==> src/rtl/dscnn_weight_pkg.sv <==
// Shared constants and the layer descriptor table for the DS-CNN weight store.
// Bases are cumulative sums of the lengths; the last layer ends at 0x10C7.
package dscnn_weight_pkg;

   localparam int unsigned DEPTH      = 4296;
   localparam int unsigned ADDR_W     = 13;
   localparam int unsigned DATA_W     = 8;
   localparam int unsigned NUM_LAYERS = 10;
   localparam int unsigned IDX_W      = 10;

   typedef enum logic [3:0] {
      FIRST_CONV, DW0, PW0, DW1, PW1, DW2, PW2, DW3, PW3, CLASSIFIER
   } layer_e;

   localparam logic [ADDR_W-1:0] LAYER_BASE [NUM_LAYERS] = '{
      13'h000, 13'h3C0, 13'h498, 13'h6D8, 13'h7B0,
      13'h9F0, 13'hAC8, 13'hD08, 13'hDE0, 13'h1020
   };

   localparam logic [IDX_W-1:0] LAYER_LEN [NUM_LAYERS] = '{
      10'd960, 10'd216, 10'd576, 10'd216, 10'd576,
      10'd216, 10'd576, 10'd216, 10'd576, 10'd168
   };

   function automatic logic layer_valid(input logic [3:0] layer);
      return layer < 4'(NUM_LAYERS);
   endfunction

endpackage

==> src/rtl/weight_skid_fifo.sv <==
// Two-entry FIFO holding {data, idx, last} beats between the SRAM and the weight port.
// Head entry is held stable until popped; flush empties it in one edge.
module weight_skid_fifo #(
   parameter int unsigned Width = 19
) (
   input  logic             clk,
   input  logic             rst_n,
   input  logic             push_i,
   input  logic             pop_i,
   input  logic             flush_i,
   input  logic [Width-1:0] wdata_i,
   output logic [Width-1:0] rdata_o,
   output logic             valid_o,
   output logic [1:0]       occ_o
);

   logic [Width-1:0] mem_q [2];
   logic             wr_ptr_q, rd_ptr_q;
   logic [1:0]       occ_q, occ_d;
   logic             do_pop;

   assign do_pop = pop_i & (occ_q != 2'd0);

   always_comb begin
      occ_d = occ_q;
      unique case ({push_i, do_pop})
         2'b10:   occ_d = occ_q + 2'd1;
         2'b01:   occ_d = occ_q - 2'd1;
         default: occ_d = occ_q;
      endcase
   end

   always_ff @(posedge clk or negedge rst_n) begin
      if (!rst_n) begin
         mem_q[0] <= '0;
         mem_q[1] <= '0;
         wr_ptr_q <= 1'b0;
         rd_ptr_q <= 1'b0;
         occ_q    <= 2'd0;
      end else if (flush_i) begin
         wr_ptr_q <= 1'b0;
         rd_ptr_q <= 1'b0;
         occ_q    <= 2'd0;
      end else begin
         if (push_i) begin
            mem_q[wr_ptr_q] <= wdata_i;
            wr_ptr_q        <= ~wr_ptr_q;
         end
         if (do_pop) rd_ptr_q <= ~rd_ptr_q;
         occ_q <= occ_d;
      end
   end

   assign rdata_o = mem_q[rd_ptr_q];
   assign valid_o = (occ_q != 2'd0);
   assign occ_o   = occ_q;

endmodule

==> src/rtl/weight_fetch_ctrl.sv <==
// Streams one layer of INT8 weights from the weight SRAM to the MAC array weight port.
// Define WEIGHT_FETCH_STATS_EN to build the backpressure stall counter.
module weight_fetch_ctrl
   import dscnn_weight_pkg::*;
(
   input  logic              clk,
   input  logic              rst_n,
   input  logic              start_i,
   input  logic [3:0]        layer_i,
   input  logic              abort_i,
   output logic              busy_o,
   output logic              done_o,
   output logic              err_o,
   output logic [ADDR_W-1:0] sram_addr_o,
   input  logic [DATA_W-1:0] sram_data_i,
   output logic              w_valid_o,
   input  logic              w_ready_i,
   output logic [DATA_W-1:0] w_data_o,
   output logic [IDX_W-1:0]  w_idx_o,
   output logic              w_last_o,
   output logic [15:0]       stall_cnt_o
);

   localparam int unsigned BeatW = DATA_W + IDX_W + 1;

   typedef enum logic [1:0] {StIdle, StFetch, StDrain} state_e;

   state_e            state_q, state_d;
   logic [ADDR_W-1:0] addr_q, addr_d;
   logic [IDX_W-1:0]  len_q, len_d, issue_cnt_q, issue_cnt_d, push_idx_q, push_idx_d;
   logic              inflight_q, done_q, done_d, err_q, err_d;
   logic              layer_ok, accept, issue, issue_last, pop, flush;
   logic [3:0]        layer_sel;
   logic [1:0]        occ;
   logic [BeatW-1:0]  push_beat, head_beat;

   assign layer_ok   = layer_valid(layer_i);
   assign layer_sel  = layer_ok ? layer_i : 4'd0;
   assign accept     = (state_q == StIdle) & start_i & layer_ok;
   assign flush      = abort_i & (state_q != StIdle);
   assign pop        = w_valid_o & w_ready_i;
   assign issue_last = (issue_cnt_q == len_q - IDX_W'(1));
   // Buffer slots already claimed after this cycle must leave room for the new read.
   assign issue = (state_q == StFetch) & ~abort_i &
                  (({1'b0, occ} + {2'b0, inflight_q} - {2'b0, pop}) < 3'd2);

   always_ff @(posedge clk or negedge rst_n) begin
      if (!rst_n) begin
         state_q     <= StIdle;
         addr_q      <= '0;
         len_q       <= '0;
         issue_cnt_q <= '0;
         push_idx_q  <= '0;
         inflight_q  <= 1'b0;
         done_q      <= 1'b0;
         err_q       <= 1'b0;
      end else begin
         state_q     <= state_d;
         addr_q      <= addr_d;
         len_q       <= len_d;
         issue_cnt_q <= issue_cnt_d;
         push_idx_q  <= push_idx_d;
         inflight_q  <= issue;
         done_q      <= done_d;
         err_q       <= err_d;
      end
   end

   always_comb begin
      state_d = state_q;
      unique case (state_q)
         StIdle:  if (accept) state_d = StFetch;
         StFetch: if (issue && issue_last) state_d = StDrain;
         StDrain: if (pop && w_last_o) state_d = StIdle;
         default: state_d = StIdle;
      endcase
      if (flush) state_d = StIdle;
   end

   // The address register always presents the next read; issuing commits it.
   always_comb begin
      addr_d      = addr_q;
      len_d       = len_q;
      issue_cnt_d = issue_cnt_q;
      push_idx_d  = push_idx_q;
      if (accept) begin
         addr_d      = LAYER_BASE[layer_sel];
         len_d       = LAYER_LEN[layer_sel];
         issue_cnt_d = '0;
         push_idx_d  = '0;
      end else if (issue) begin
         issue_cnt_d = issue_cnt_q + IDX_W'(1);
         if (!issue_last) addr_d = addr_q + ADDR_W'(1);
      end
      if (inflight_q && !flush) push_idx_d = push_idx_q + IDX_W'(1);
   end

   always_comb begin
      busy_o = (state_q != StIdle);
      done_d = (state_q == StDrain) & pop & w_last_o & ~abort_i;
      err_d  = (state_q == StIdle) & start_i & ~layer_ok;
   end

   assign push_beat = {sram_data_i, push_idx_q, (push_idx_q == len_q - IDX_W'(1))};

   weight_skid_fifo #(
      .Width (BeatW)
   ) u_skid (
      .clk     (clk),
      .rst_n   (rst_n),
      .push_i  (inflight_q),
      .pop_i   (pop),
      .flush_i (flush),
      .wdata_i (push_beat),
      .rdata_o (head_beat),
      .valid_o (w_valid_o),
      .occ_o   (occ)
   );

   assign {w_data_o, w_idx_o, w_last_o} = head_beat;
   assign sram_addr_o = addr_q;
   assign done_o      = done_q;
   assign err_o       = err_q;

`ifdef WEIGHT_FETCH_STATS_EN
   logic [15:0] stall_q;

   always_ff @(posedge clk or negedge rst_n) begin
      if (!rst_n) begin
         stall_q <= '0;
      end else if (accept) begin
         stall_q <= '0;
      end else if (w_valid_o && !w_ready_i && stall_q != 16'hFFFF) begin
         stall_q <= stall_q + 16'd1;
      end
   end

   assign stall_cnt_o = stall_q;
`else
   assign stall_cnt_o = 16'd0;
`endif

endmodule

==> config.mk <==
export PLATFORM = sky130hd
export DESIGN_NAME = weight_fetch_ctrl
export DESIGN_NICKNAME = d
export VERILOG_FILES = /design/src/rtl/dscnn_weight_pkg.sv /design/src/rtl/weight_skid_fifo.sv /design/src/rtl/weight_fetch_ctrl.sv
export SDC_FILE = /design/constraint.sdc
export NUM_CORES = 1
export LEC_CHECK = 0
export BUFFER_PORTS_ARGS = -buffer_cell sky130_fd_sc_hd__buf_2
export CORE_MARGIN = 2
export CORE_UTILIZATION = 40
export DETAILED_ROUTE_END_ITERATION = 8
export PLACE_DENSITY = 0.66
export RECOVER_POWER = 25
export SLEW_MARGIN = 20
export SYNTH_ARGS = -nofsm -noshare
export SYNTH_HDL_FRONTEND = slang
export SYNTH_SLANG_ARGS = --single-unit
==> constraint.sdc <==
create_clock -name clk -period 2.75 [get_ports clk]
set_clock_uncertainty 0.15 [all_clocks]
set_input_delay 0.4125 -clock clk [delete_from_list [all_inputs] [get_ports clk]]
set_output_delay 0.4125 -clock clk [all_outputs]
set_load 0.01 [all_outputs]
==> results of run 1 <==
-- worst max-delay path, cell delays in order (launching register included) --
cell and delay (ns):
dfrtp_1 0.39, inv_2 0.08, and3_4 0.18, o21ai_2 0.07, fa_2 0.37, xnor2_2 0.18, nand2_1 0.09, nor3_2 0.15
buf_4 0.16, o21ai_2 0.06, or4b_1 0.51, and3_1 0.16
-- flip-flops by register name (all words and copies together) (netlist names), 2 cells and up --
signal	cells
issue_cnt_q	10
len_q	7
push_idx_q	10
sram_addr_o	13
state_q	2
u_skid.mem_q	38
u_skid.occ_o	2
-- power breakdown --
group / switching [W] / internal, W
Sequential: 0.000203 / 0.00155
Combinational: 0.000628 / 0.000650
Clock: 0.000488 / 0.000802
Total: 0.00132 / 0.00300
-- timing repair --
item / 4_1_cts / 5_1_grt
gates resized for setup: 2 / 5
pin swaps: 0 / 8
hold buffers: 1 / 0
setup buffers: 0 / 4
endpoints found under the setup margin: 1 / 11
hold endpoints to repair: 43 / 0
-- per-stage QoR --
step,power [W],setup slack (ns),setup TNS [ns],std cells,cell area (µm²)
finish,0.00432,0.0864,0,666,5580
global route,0.00459,-0.0352,-0.0830,666,5580
CTS,0.00437,0.0195,0,662,5560
detailed placement,0.00304,-0.115,-0.226,645,5220
global placement,0.00299,-0.0439,-0.0439,645,5220
floorplan,0.00262,0.0319,0,466,4820
-- layer usage --
layer	vias to the layer above	part of all wire, %	global-route usage [%]
met5	-	0	0
met4	0	0.73	3.74
met3	9	4.3	4.82
met2	79	48	25.1
met1	1692	47	20.4
li1	1694	-	-
-- cell usage after synthesis (2+ instances only) --
| cell | count | share of area (%) |
|---|---|---|
| a211oi_1 | 3 | 0.47 |
| a21oi_1 | 16 | 1.7 |
| a22o_1 | 2 | 0.37 |
| a31oi_1 | 3 | 0.39 |
| and3_1 | 12 | 1.6 |
| buf_1 | 2 | 0.16 |
| buf_2 | 5 | 0.53 |
| buf_4 | 17 | 2.7 |
| clkbuf_1 | 12 | 0.95 |
| dfrtp_1 | 87 | 46 |
| ha_1 | 10 | 2.6 |
| inv_1 | 12 | 0.95 |
| mux2_2 | 57 | 13 |
| mux2i_1 | 3 | 0.63 |
| nand2_1 | 27 | 2.1 |
| nand2b_1 | 8 | 1.1 |
| nand3_1 | 14 | 1.5 |
| nand3b_1 | 3 | 0.47 |
| nand4_1 | 4 | 0.53 |
| nor2_1 | 42 | 3.3 |
| nor2b_1 | 2 | 0.26 |
| nor3_1 | 5 | 0.53 |
| o2111ai_1 | 2 | 0.37 |
| o211ai_1 | 6 | 0.95 |
| o21a_1 | 2 | 0.32 |
| o21ai_0 | 22 | 2.3 |
| o22ai_1 | 3 | 0.39 |
| o31a_1 | 2 | 0.37 |
| o32ai_1 | 3 | 0.55 |
| or3_1 | 4 | 0.53 |
| or4b_1 | 2 | 0.42 |
| xnor2_1 | 17 | 3.1 |
| xor2_1 | 19 | 3.5 |
-- cell usage in the layout (no fill, tap or decap), drive strengths merged, types with 5 or more instances in the layout --
cell type / netlist / final
inv: 12 / 14
nand4: 5 / 5
xnor2: 17 / 17
or3: 5 / 5
ha: 10 / 10
mux2: 57 / 57
and3: 12 / 12
conb: 1 / 16
o21ai: 23 / 23
o211ai: 6 / 6
nor3: 7 / 7
clkbuf: 12 / 19
nand2: 27 / 27
nor2: 42 / 42
a21oi: 16 / 16
nand2b: 8 / 8
xor2: 19 / 19
dfrtp: 87 / 87
buf: 25 / 68
nand3: 14 / 14
-- logic make-up after synthesis --
| kind of cell | count (synthesis) |
|---|---|
| flops | 87 |
| buf+inv | 49 |
| simple gates | 132 |
| xor+xnor | 37 |
| mux | 60 |
| compound gates | 74 |
| fa+ha+maj | 11 |
| other cells | 1 |
-- worst min-delay path by stage --
stage / startpoint / endpoint / slack, ns / depth (start not counted)
after global routing: abort_i / state_q[1]$_DFFE_PN0P_ / 0.12 / 2
after CTS: abort_i / state_q[1]$_DFFE_PN0P_ / 0.11 / 2
after detailed placement: rst_n / u_skid.mem_q[36]$_DFFE_PN0P_ / 0.30 / 1
final: abort_i / state_q[1]$_DFFE_PN0P_ / 0.12 / 2
after floorplan: rst_n / done_o$_DFF_PN0_ / -0.03 / 0
after global placement: rst_n / u_skid.mem_q[15]$_DFFE_PN0P_ / 0.29 / 1
-- layout make-up --
class	instances	area, µm²
flip-flops and latches	87	2180
multi-input cells	330	2400
clock buffers	10	229
clock inverters	6	91.3
fillers	1069	5940
repair buffers	78	458
inverters	12	45.0
well taps	143	179
==> run metrics, run 1 <==
status finished with violations; violated checks design-rule violations; # H-tree levels 3; worst r2r path cells 11; Synth Flop Type dfrtp_1; CTS max path bufs 2; layout cells sized above 1 29.4%; crit path launch type flop; Reg-to-Reg End sram_addr_o[12]$_DFFE_PN0P_; Critical Path End sram_addr_o[12]$_DFFE_PN0P_; vias in the first global route 3323; VDD IR max 0.348 mV; clk slew on worst S/H paths 0.06 ns; data arrival time of the worst path 2.74 ns; # clock sinks 87; first-pass GRT wire length 16.0 mm; Final Util 48.5%; FFs w/ async S/R, synth 100%; unrepaired setup endpoints after global routing true; Area growth syn-to-layout 17.1%; initial antenna violation count 0; Initial Util 41.4%; fmax 375 MHz; CTS Buf Count 9; MaxCap Viol Count 0; Slew @ Worst Pin 1.14 ns; Die ar. 12800 µm²; Synth Area in Adders 3.05%; Compound-Gate Fraction of Synth Area 10.1%; GPL Wtd Cong 0.842; Post-layout nets 546; Total GRT Usage 15.5%; post-synthesis instance total 451; WS Path Type reg -> reg; number of remaining DRC errors 5; PD cells 774 nW/µm²; fin. max-slew vios 0; Leakage 2.64 nW; Post-DP HPWL 6.87 mm; CTS tree done; I/O Buffers 52; Worst Hold Slack 0.120 ns; Min Clock Period, post-route 2.66 ns; number of synthesized flops with an enable pin 0; Core Region 11500 µm²; Worst Setup End Kind flop; DR vias 3474; Syn. warnings 0; Post-Syn Area 4760 µm²; reg-to-reg slack, setup 0.09 ns; Hold Vio Cnt, Final 0; CP required 2.82 ns; FP Rows 39; remaining global-route overflow 0; DIE WIDTH 113 µm; Worst setup startpoint u_skid.occ_o[0]$_DFFE_PN0P_; final period utilization 96.9%; Setup violations, final 0; Routed WL 9.62 mm; root buf cell clkbuf_16; IO Pins 69; Via density 5.22; mux contribution to synthesized area 14.1%; reg-to-reg startpoint u_skid.occ_o[0]$_DFFE_PN0P_; register area share after synthesis 45.7%; die height 113 µm; ANT cells 0; post-synthesis simple-gate area fraction 14.4%; ANT nets after route 0; XOR/XNOR share of the synthesized area 7.09%; worst skew pair latency 0.34 ns; largest family of logic cells by synthesized area simple AND/OR/NAND/NOR gates; Yosys reg bits 87; drt pass-1 iters 6; max_slew headroom 24.3%; Routed wire per std cell 14.4 µm; synth unique cells 56; Hold Crit Class in -> reg; Synth Area per Inst 10.6 µm²; crit path max fanout 5; initial drt markers 154; largest net degree at the start of global routing 45
Power figures use the tool's default switching activity.
==> run 2, diff against run 1 <==
==> constraint.sdc (replaced) <==
create_clock -name clk -period 2.75 [get_ports clk]
set_clock_uncertainty 0.15 [all_clocks]
set_input_delay 0.275 -clock clk [delete_from_list [all_inputs] [get_ports clk]]
set_output_delay 0.275 -clock clk [all_outputs]
set_load 0.01 [all_outputs]
==> run metrics, run 2 (same netlist as run 1, synthesis figures left out) <==
status finished with violations (unchanged); violated checks design-rule violations (unchanged); largest net degree at the start of global routing 88 (was 45); first-pass GRT wire length 16.0 mm (about the same); CTS tree done (unchanged); Hold Vio Cnt, Final 0 (unchanged); crit path launch type flop (unchanged); VDD IR max 0.379 mV (was 0.348 mV); Final Util 48.5% (about the same); Cells on Worst Hold Path 2 (unchanged); setup TNS 0 ns (unchanged); power after layout 0.00432 W (about the same); Post-DP HPWL 6.77 mm (was 6.87 mm); filler cell count 1045 (was 1069); FP Rows 39 (unchanged); GPL Wtd Cong 0.849 (was 0.842); initial antenna violation count 0 (unchanged); vias in the first global route 3401 (was 3323); # H-tree levels 3 (unchanged); Via density 5.31 (was 5.22); Multi-input gate area 2410 µm² (was 2400 µm²); CTS max path bufs 2 (unchanged); PD cells 773 nW/µm² (was 774 nW/µm²); max FFs per register 38 (unchanged); Routed WL 9.56 mm (was 9.62 mm); die height 113 µm (unchanged); DIE WIDTH 113 µm (unchanged); Leakage 2.65 nW (was 2.64 nW); data arrival time of the worst path 2.71 ns (was 2.74 ns); Slew @ Worst Pin 1.15 ns (was 1.14 ns); Min Clock Period, post-route 2.64 ns (was 2.66 ns); crit path max fanout 5 (unchanged); drt pass-1 iters 6 (unchanged); DR vias 3530 (was 3474); Setup WS pre-CTS -0.0306 ns (was -0.115 ns); IO Pins 69 (unchanged); number of remaining DRC errors 5 (unchanged); MaxCap Viol Count 0 (unchanged); Area growth syn-to-layout 17.3% (was 17.1%); Die ar. 12800 µm² (unchanged); initial drt markers 161 (was 154); Worst Hold Slack 0.0312 ns (was 0.120 ns); final setup margin 0.109 ns (was 0.0864 ns); WS Path Type reg -> reg (unchanged); fmax 379 MHz (was 375 MHz); Top reg by flops u_skid.mem_q (unchanged); CTS Buf Count 9 (unchanged); fin. max-slew vios 0 (unchanged); layout cells sized above 1 31.2% (was 29.4%); final period utilization 96.0% (was 96.9%); ANT nets after route 0 (unchanged); worst skew pair latency 0.33 ns (was 0.34 ns); clk slew on worst S/H paths 0.06 ns (about the same); root buf cell clkbuf_16 (unchanged); Initial Util 41.4% (unchanged); Total GRT Usage 15.4% (was 15.5%); remaining global-route overflow 0 (unchanged); leading cell type in the layout, fill and taps excluded dfrtp_1 (unchanged); Post-layout nets 545 (was 546); max_slew headroom 23.0% (was 24.3%); Setup violations, final 0 (unchanged); Routed wire per std cell 14.4 µm (about the same); register area 2180 µm² (unchanged); CP required 2.82 ns (about the same); leading cell types in the layout, fill and taps excluded dfrtp_1, mux2_2, buf_2, nor2_1, nand2_1 (unchanged); I/O Buffers 52 (unchanged); ANT cells 0 (unchanged); # clock sinks 87 (unchanged); Worst Setup End Kind flop (unchanged); worst r2r path cells 10 (was 11); Core Region 11500 µm² (unchanged); Hold Crit Class in -> reg (unchanged)
==> run 2: changes by cell type in the layout (fill, tap and decap cells not counted), sizes merged <==
cell	previous run	this run
buf	68	73
dlygate4sd3	1	2
clkbuf	19	12
==> run 2: what timing repair did <==
item                                    CTS  global route
hold endpoints to repair                 89             0
setup buffers                             2             1
resized for setup                         3             6
pin swaps                                 2             4
endpoints found under the setup margin    4            13
hold buffers                              2             0
==> run 2: worst max-delay path: stages, from the launching register on <==
cell and delay [ns]:
dfrtp_1 0.39, inv_2 0.08, and3_4 0.19, o21ai_2 0.07, fa_2 0.56, nand2_2 0.06, nor3_2 0.14, buf_4 0.15
o21ai_2 0.06, or4b_1 0.50, and3_1 0.16
==> run 2: area by class of cell <==
cell class	count	area share, %
clock buffers	10	4.10
clock inverters	6	1.63
inverters	12	0.806
multi-input cells	330	43.2
flip-flops and latches	87	39.0
well taps	143	3.20
repair buffers	77	8.15
==> run 2: final timing paths <==
| path | startpoint | end | slack, ns |
|---|---|---|---|
| min | sram_data_i[0] | u_skid.mem_q[30]$_DFFE_PN0P_ | 0.03 |
| max | u_skid.occ_o[0]$_DFFE_PN0P_ | sram_addr_o[12]$_DFFE_PN0P_ | 0.11 |
| max in group asynchronous | rst_n | sram_addr_o[2]$_DFFE_PN0P_ | 1.03 |
| min reg2reg | u_skid.mem_q[37]$_DFFE_PN0P_ | u_skid.mem_q[37]$_DFFE_PN0P_ | 0.35 |
| min in group asynchronous | rst_n | u_skid.mem_q[15]$_DFFE_PN0P_ | 0.71 |
| max reg2reg | u_skid.occ_o[0]$_DFFE_PN0P_ | sram_addr_o[12]$_DFFE_PN0P_ | 0.11 |
==> run 2: per-stage QoR <==
step | area (µm²) | std cells
floorplan | 4820 | 466
global placement | 5210 | 644
detailed placement | 5210 | 644
CTS | 5570 | 664
global route | 5590 | 665
finish | 5590 | 665
==> run 2: metal layers <==
layer | share of wire [%] | global-route usage, %
met5 | 0 | 0
met4 | 1.5 | 5.37
met3 | 4.1 | 3.54
met2 | 48 | 25.1
met1 | 46 | 20.3
==> run 2: report_power, final <==
group | internal [W] | switching [W] | leakage, nW
registers | 0.00155 | 0.000199 | 1.13
logic | 0.000650 | 0.000627 | 1.36
clock network | 0.000802 | 0.000494 | 0.157
==> run 3, diff against run 2 <==
Settings changed: CORE_MARGIN 2 to not set, SYNTH_HIERARCHICAL set to 1.
==> run metrics, run 3 <==
Hold Vio Cnt, Final 0 (unchanged); number of remaining DRC errors 0 (was 5); Leakage 2.77 nW (was 2.65 nW); DIE WIDTH 114 µm (was 113 µm); unrepaired setup endpoints after global routing true; cell mode on critical path or2_4 (was o21ai_2); FFs w/ async S/R, synth 100% (unchanged); Routed wire per std cell 14.6 µm (was 14.4 µm); filler cell count 1132 (was 1045); Initial Util 41.2% (was 41.4%); remaining global-route overflow 0 (unchanged); Slew @ Worst Pin 1.11 ns (was 1.15 ns); max_slew headroom 25.9% (was 23.0%); Via density 5.07 (was 5.31); GPL Wtd Cong 0.839 (was 0.849); CTS max path bufs 2 (unchanged); number of synthesized flops with an enable pin 0 (unchanged); worst skew pair latency 0.33 ns (about the same); WS Path Type reg -> reg (unchanged); register area 2180 µm² (about the same); Yosys reg bits 87 (unchanged); commonest cells in the netlist dfrtp_1, mux2_2, nand2_1, nor2_1, o21ai_0 (was dfrtp_1, mux2_2, nor2_1, nand2_1, o21ai_0); root buf cell clkbuf_16 (unchanged); Most Used Layer, Global Route met2 (unchanged); reg-to-reg startpoint u_skid/occ_o[1]$_DFFE_PN0P_ (was u_skid.occ_o[0]$_DFFE_PN0P_); crit path launch type flop (unchanged); max FFs per register 38 (unchanged); # clock sinks 87 (unchanged); ANT cells 0 (unchanged); layout cells sized above 1 33.5% (was 31.2%); largest net degree at the start of global routing 44 (was 88); top cells by area, synth dfrtp_1, mux2_2, xnor2_1 (was dfrtp_1, mux2_2, xor2_1); CP required 2.86 ns (was 2.82 ns); Hold Crit Class in -> reg (unchanged); DR vias 3643 (was 3530); FP Rows 40 (was 39); Post-Syn Area 4990 µm² (was 4760 µm²); Top reg by flops u_skid/mem_q (was u_skid.mem_q); design area 5980 µm² (was 5590 µm²); dominant cell by count in the synthesized netlist dfrtp_1 (unchanged); met2 Track Usage GR 29.6% (was 25.1%); fmax 366 MHz (was 379 MHz); ANT nets after route 0 (unchanged); Post-DP HPWL 7.52 mm (was 6.77 mm); synth unique cells 65 (was 56); initial drt markers 149 (was 161); MaxCap Viol Count 0 (unchanged); Post-layout nets 573 (was 545); Reg-to-Reg End issue_cnt_q[7]$_DFFE_PN0P_ (was sram_addr_o[12]$_DFFE_PN0P_); Worst Setup End Kind flop (unchanged); top-area cell type share of the netlist area 43.6% (was 45.7%); first-pass GRT wire length 17.3 mm (was 16.0 mm); slowest CP cell fa_2 (unchanged); Total GRT Usage 16.9% (was 15.4%); leading cell type in the layout, fill and taps excluded dfrtp_1 (unchanged); Worst setup startpoint u_skid/occ_o[1]$_DFFE_PN0P_ (was u_skid.occ_o[0]$_DFFE_PN0P_); leading cell types in the layout, fill and taps excluded dfrtp_1, mux2_2, buf_2, nand2_1, nor2_1 (was dfrtp_1, mux2_2, buf_2, nor2_1, nand2_1); Min Clock Period, post-route 2.73 ns (was 2.64 ns); drt pass-1 iters 5 (was 6); M1 GR Usage 20.8% (was 20.3%); Setup violations, final 0 (unchanged); crit path max fanout 6 (was 5); final period utilization 99.3% (was 96.0%); status finished clean (was finished with violations); post-synthesis instance total 472 (was 451); reg-to-reg slack, setup 0.02 ns (was 0.11 ns); Routed WL 10.5 mm (was 9.56 mm); Synth Area per Inst 10.6 µm² (about the same); Multi-input gate area 2660 µm² (was 2410 µm²); critical path cell sequence or2_4, nand2_4, xnor2_1, nand2_1, fa_2, nand2_2, or2_4, inv_2, nand4_1, or3_1, a21oi_1 (was inv_2, and3_4, o21ai_2, fa_2, nand2_2, nor3_2, buf_4, o21ai_2, or4b_1, and3_1); initial antenna violation count 0 (unchanged); Critical Path End issue_cnt_q[7]$_DFFE_PN0P_ (was sram_addr_o[12]$_DFFE_PN0P_); CTS tree done (unchanged); Syn. warnings 6 (was 0); # H-tree levels 3 (unchanged); PD cells 748 nW/µm² (was 773 nW/µm²); placed cell area 5460 µm² (was 5210 µm²); data arrival time of the worst path 2.84 ns (was 2.71 ns); register area share after synthesis 43.6% (was 45.7%); met3 Track Usage GR 4.14% (was 3.54%); VDD IR max 0.469 mV (was 0.379 mV); fin. max-slew vios 0 (unchanged); worst r2r path cells 11 (was 10); die height 114 µm (was 113 µm); Area growth syn-to-layout 19.7% (was 17.3%); clk slew on worst S/H paths 0.07 ns (was 0.06 ns); power after layout 0.00447 W (was 0.00432 W); vias in the first global route 3546 (was 3401); Die ar. 12900 µm² (was 12800 µm²); IO Pins 69 (unchanged); I/O Buffers 52 (unchanged); CP peak stage delay 0.53 ns (was 0.56 ns); Synth Flop Type dfrtp_1 (unchanged); Core Region 12100 µm² (was 11500 µm²); area leader, netlist dfrtp_1 (unchanged); CTS Buf Count 9 (unchanged)
-- run 3: changes by cell type after synthesis, sizes merged, moves of 3 or more --
| cell | delta |
|---|---|
| o211ai | -6 |
| nor2 | -9 |
| and2 | +4 |
| o21ai | +10 |
| xor2 | -9 |
| xnor2 | +9 |
| a21oi | +3 |
| a211oi | -3 |
| nor3b | +3 |
| nand2 | +16 |
| nor2b | +3 |
-- run 3: how the worst min path moves through the flow --
stage	depth (start not counted)	start	to
after floorplan	0	rst_n	done_o$_DFF_PN0_
after global placement	1	rst_n	u_skid/mem_q[4]$_DFFE_PN0P_
after detailed placement	1	rst_n	u_skid/mem_q[4]$_DFFE_PN0P_
after CTS	2	sram_data_i[5]	u_skid/mem_q[16]$_DFFE_PN0P_
after global routing	2	sram_data_i[1]	u_skid/mem_q[12]$_DFFE_PN0P_
final	2	sram_data_i[3]	u_skid/mem_q[14]$_DFFE_PN0P_
-- run 3: logic make-up after synthesis --
logic type | count (synthesis) | synth area share [%]
xor+xnor | 36 | 6.31
buf+inv | 51 | 6.16
compound gates | 78 | 9.62
fa+ha+maj | 11 | 2.91
flops | 87 | 43.6
other cells | 1 | 0.0751
mux | 61 | 14.4
simple gates | 147 | 16.9
-- run 3: metal layers --
layer  wire, µm  share of wire [%]
met1       4720                 45
met4        110                1.0
met5          0                  0
met3        385                3.7
met2       5270                 50
-- run 3: cell type report --
| class | count | share of cell area, % |
|---|---|---|
| multi-input cells | 349 | 44.6 |
| flip-flops and latches | 87 | 36.4 |
| repair buffers | 85 | 9.42 |
| clock buffers | 10 | 4.00 |
| well taps | 168 | 3.52 |
| clock inverters | 6 | 1.26 |
| inverters | 13 | 0.816 |
-- run 3: what timing repair did --
action,in CTS,in global routing
pin swaps,0,12
cloned,0,1
endpoints found under the setup margin,10,24
resized for setup,4,19
endpoints found under the hold margin,41,0
setup buffers,1,9
hold buffers,1,0
-- run 3: power by group --
group	leakage, nW	internal (W)	switching, W	total, W
Sequential	1.15	0.00154	0.000207	0.00174
Combinational	1.47	0.000736	0.000736	0.00147
Clock	0.152	0.000743	0.000516	0.00126
-- run 3: critical path: cells and delay by family, from the launching register on --
kind,cells,cell delay (ns)
buffers and inverters,1,0.07
xor gates and xnor gates,1,0.11
and+or+nand+nor,7,1.23
DFF,1,0.41
adders and majority gates,1,0.53
AOI/OAI and AO/OA,1,0.15
-- run 3: metrics by stage --
| step | util (%) | cells | setup slack [ns] | setup TNS, ns | hold slack [ns] |
|---|---|---|---|---|---|
| 2_1_floorplan | - | 487 | 0.00537 | 0 | -0.171 |
| 3_3_place_gp | 45.1 | 691 | -0.0762 | -0.148 | 0.151 |
| 3_5_place_dp | 45.1 | 691 | -0.0233 | -0.0931 | 0.155 |
| 4_1_cts | 47.9 | 709 | 0.0111 | 0 | 0.0208 |
| 5_1_grt | 49.4 | 718 | -0.0977 | -0.671 | 0.0240 |
| 6_report | 49.4 | 718 | 0.0197 | 0 | 0.0322 |
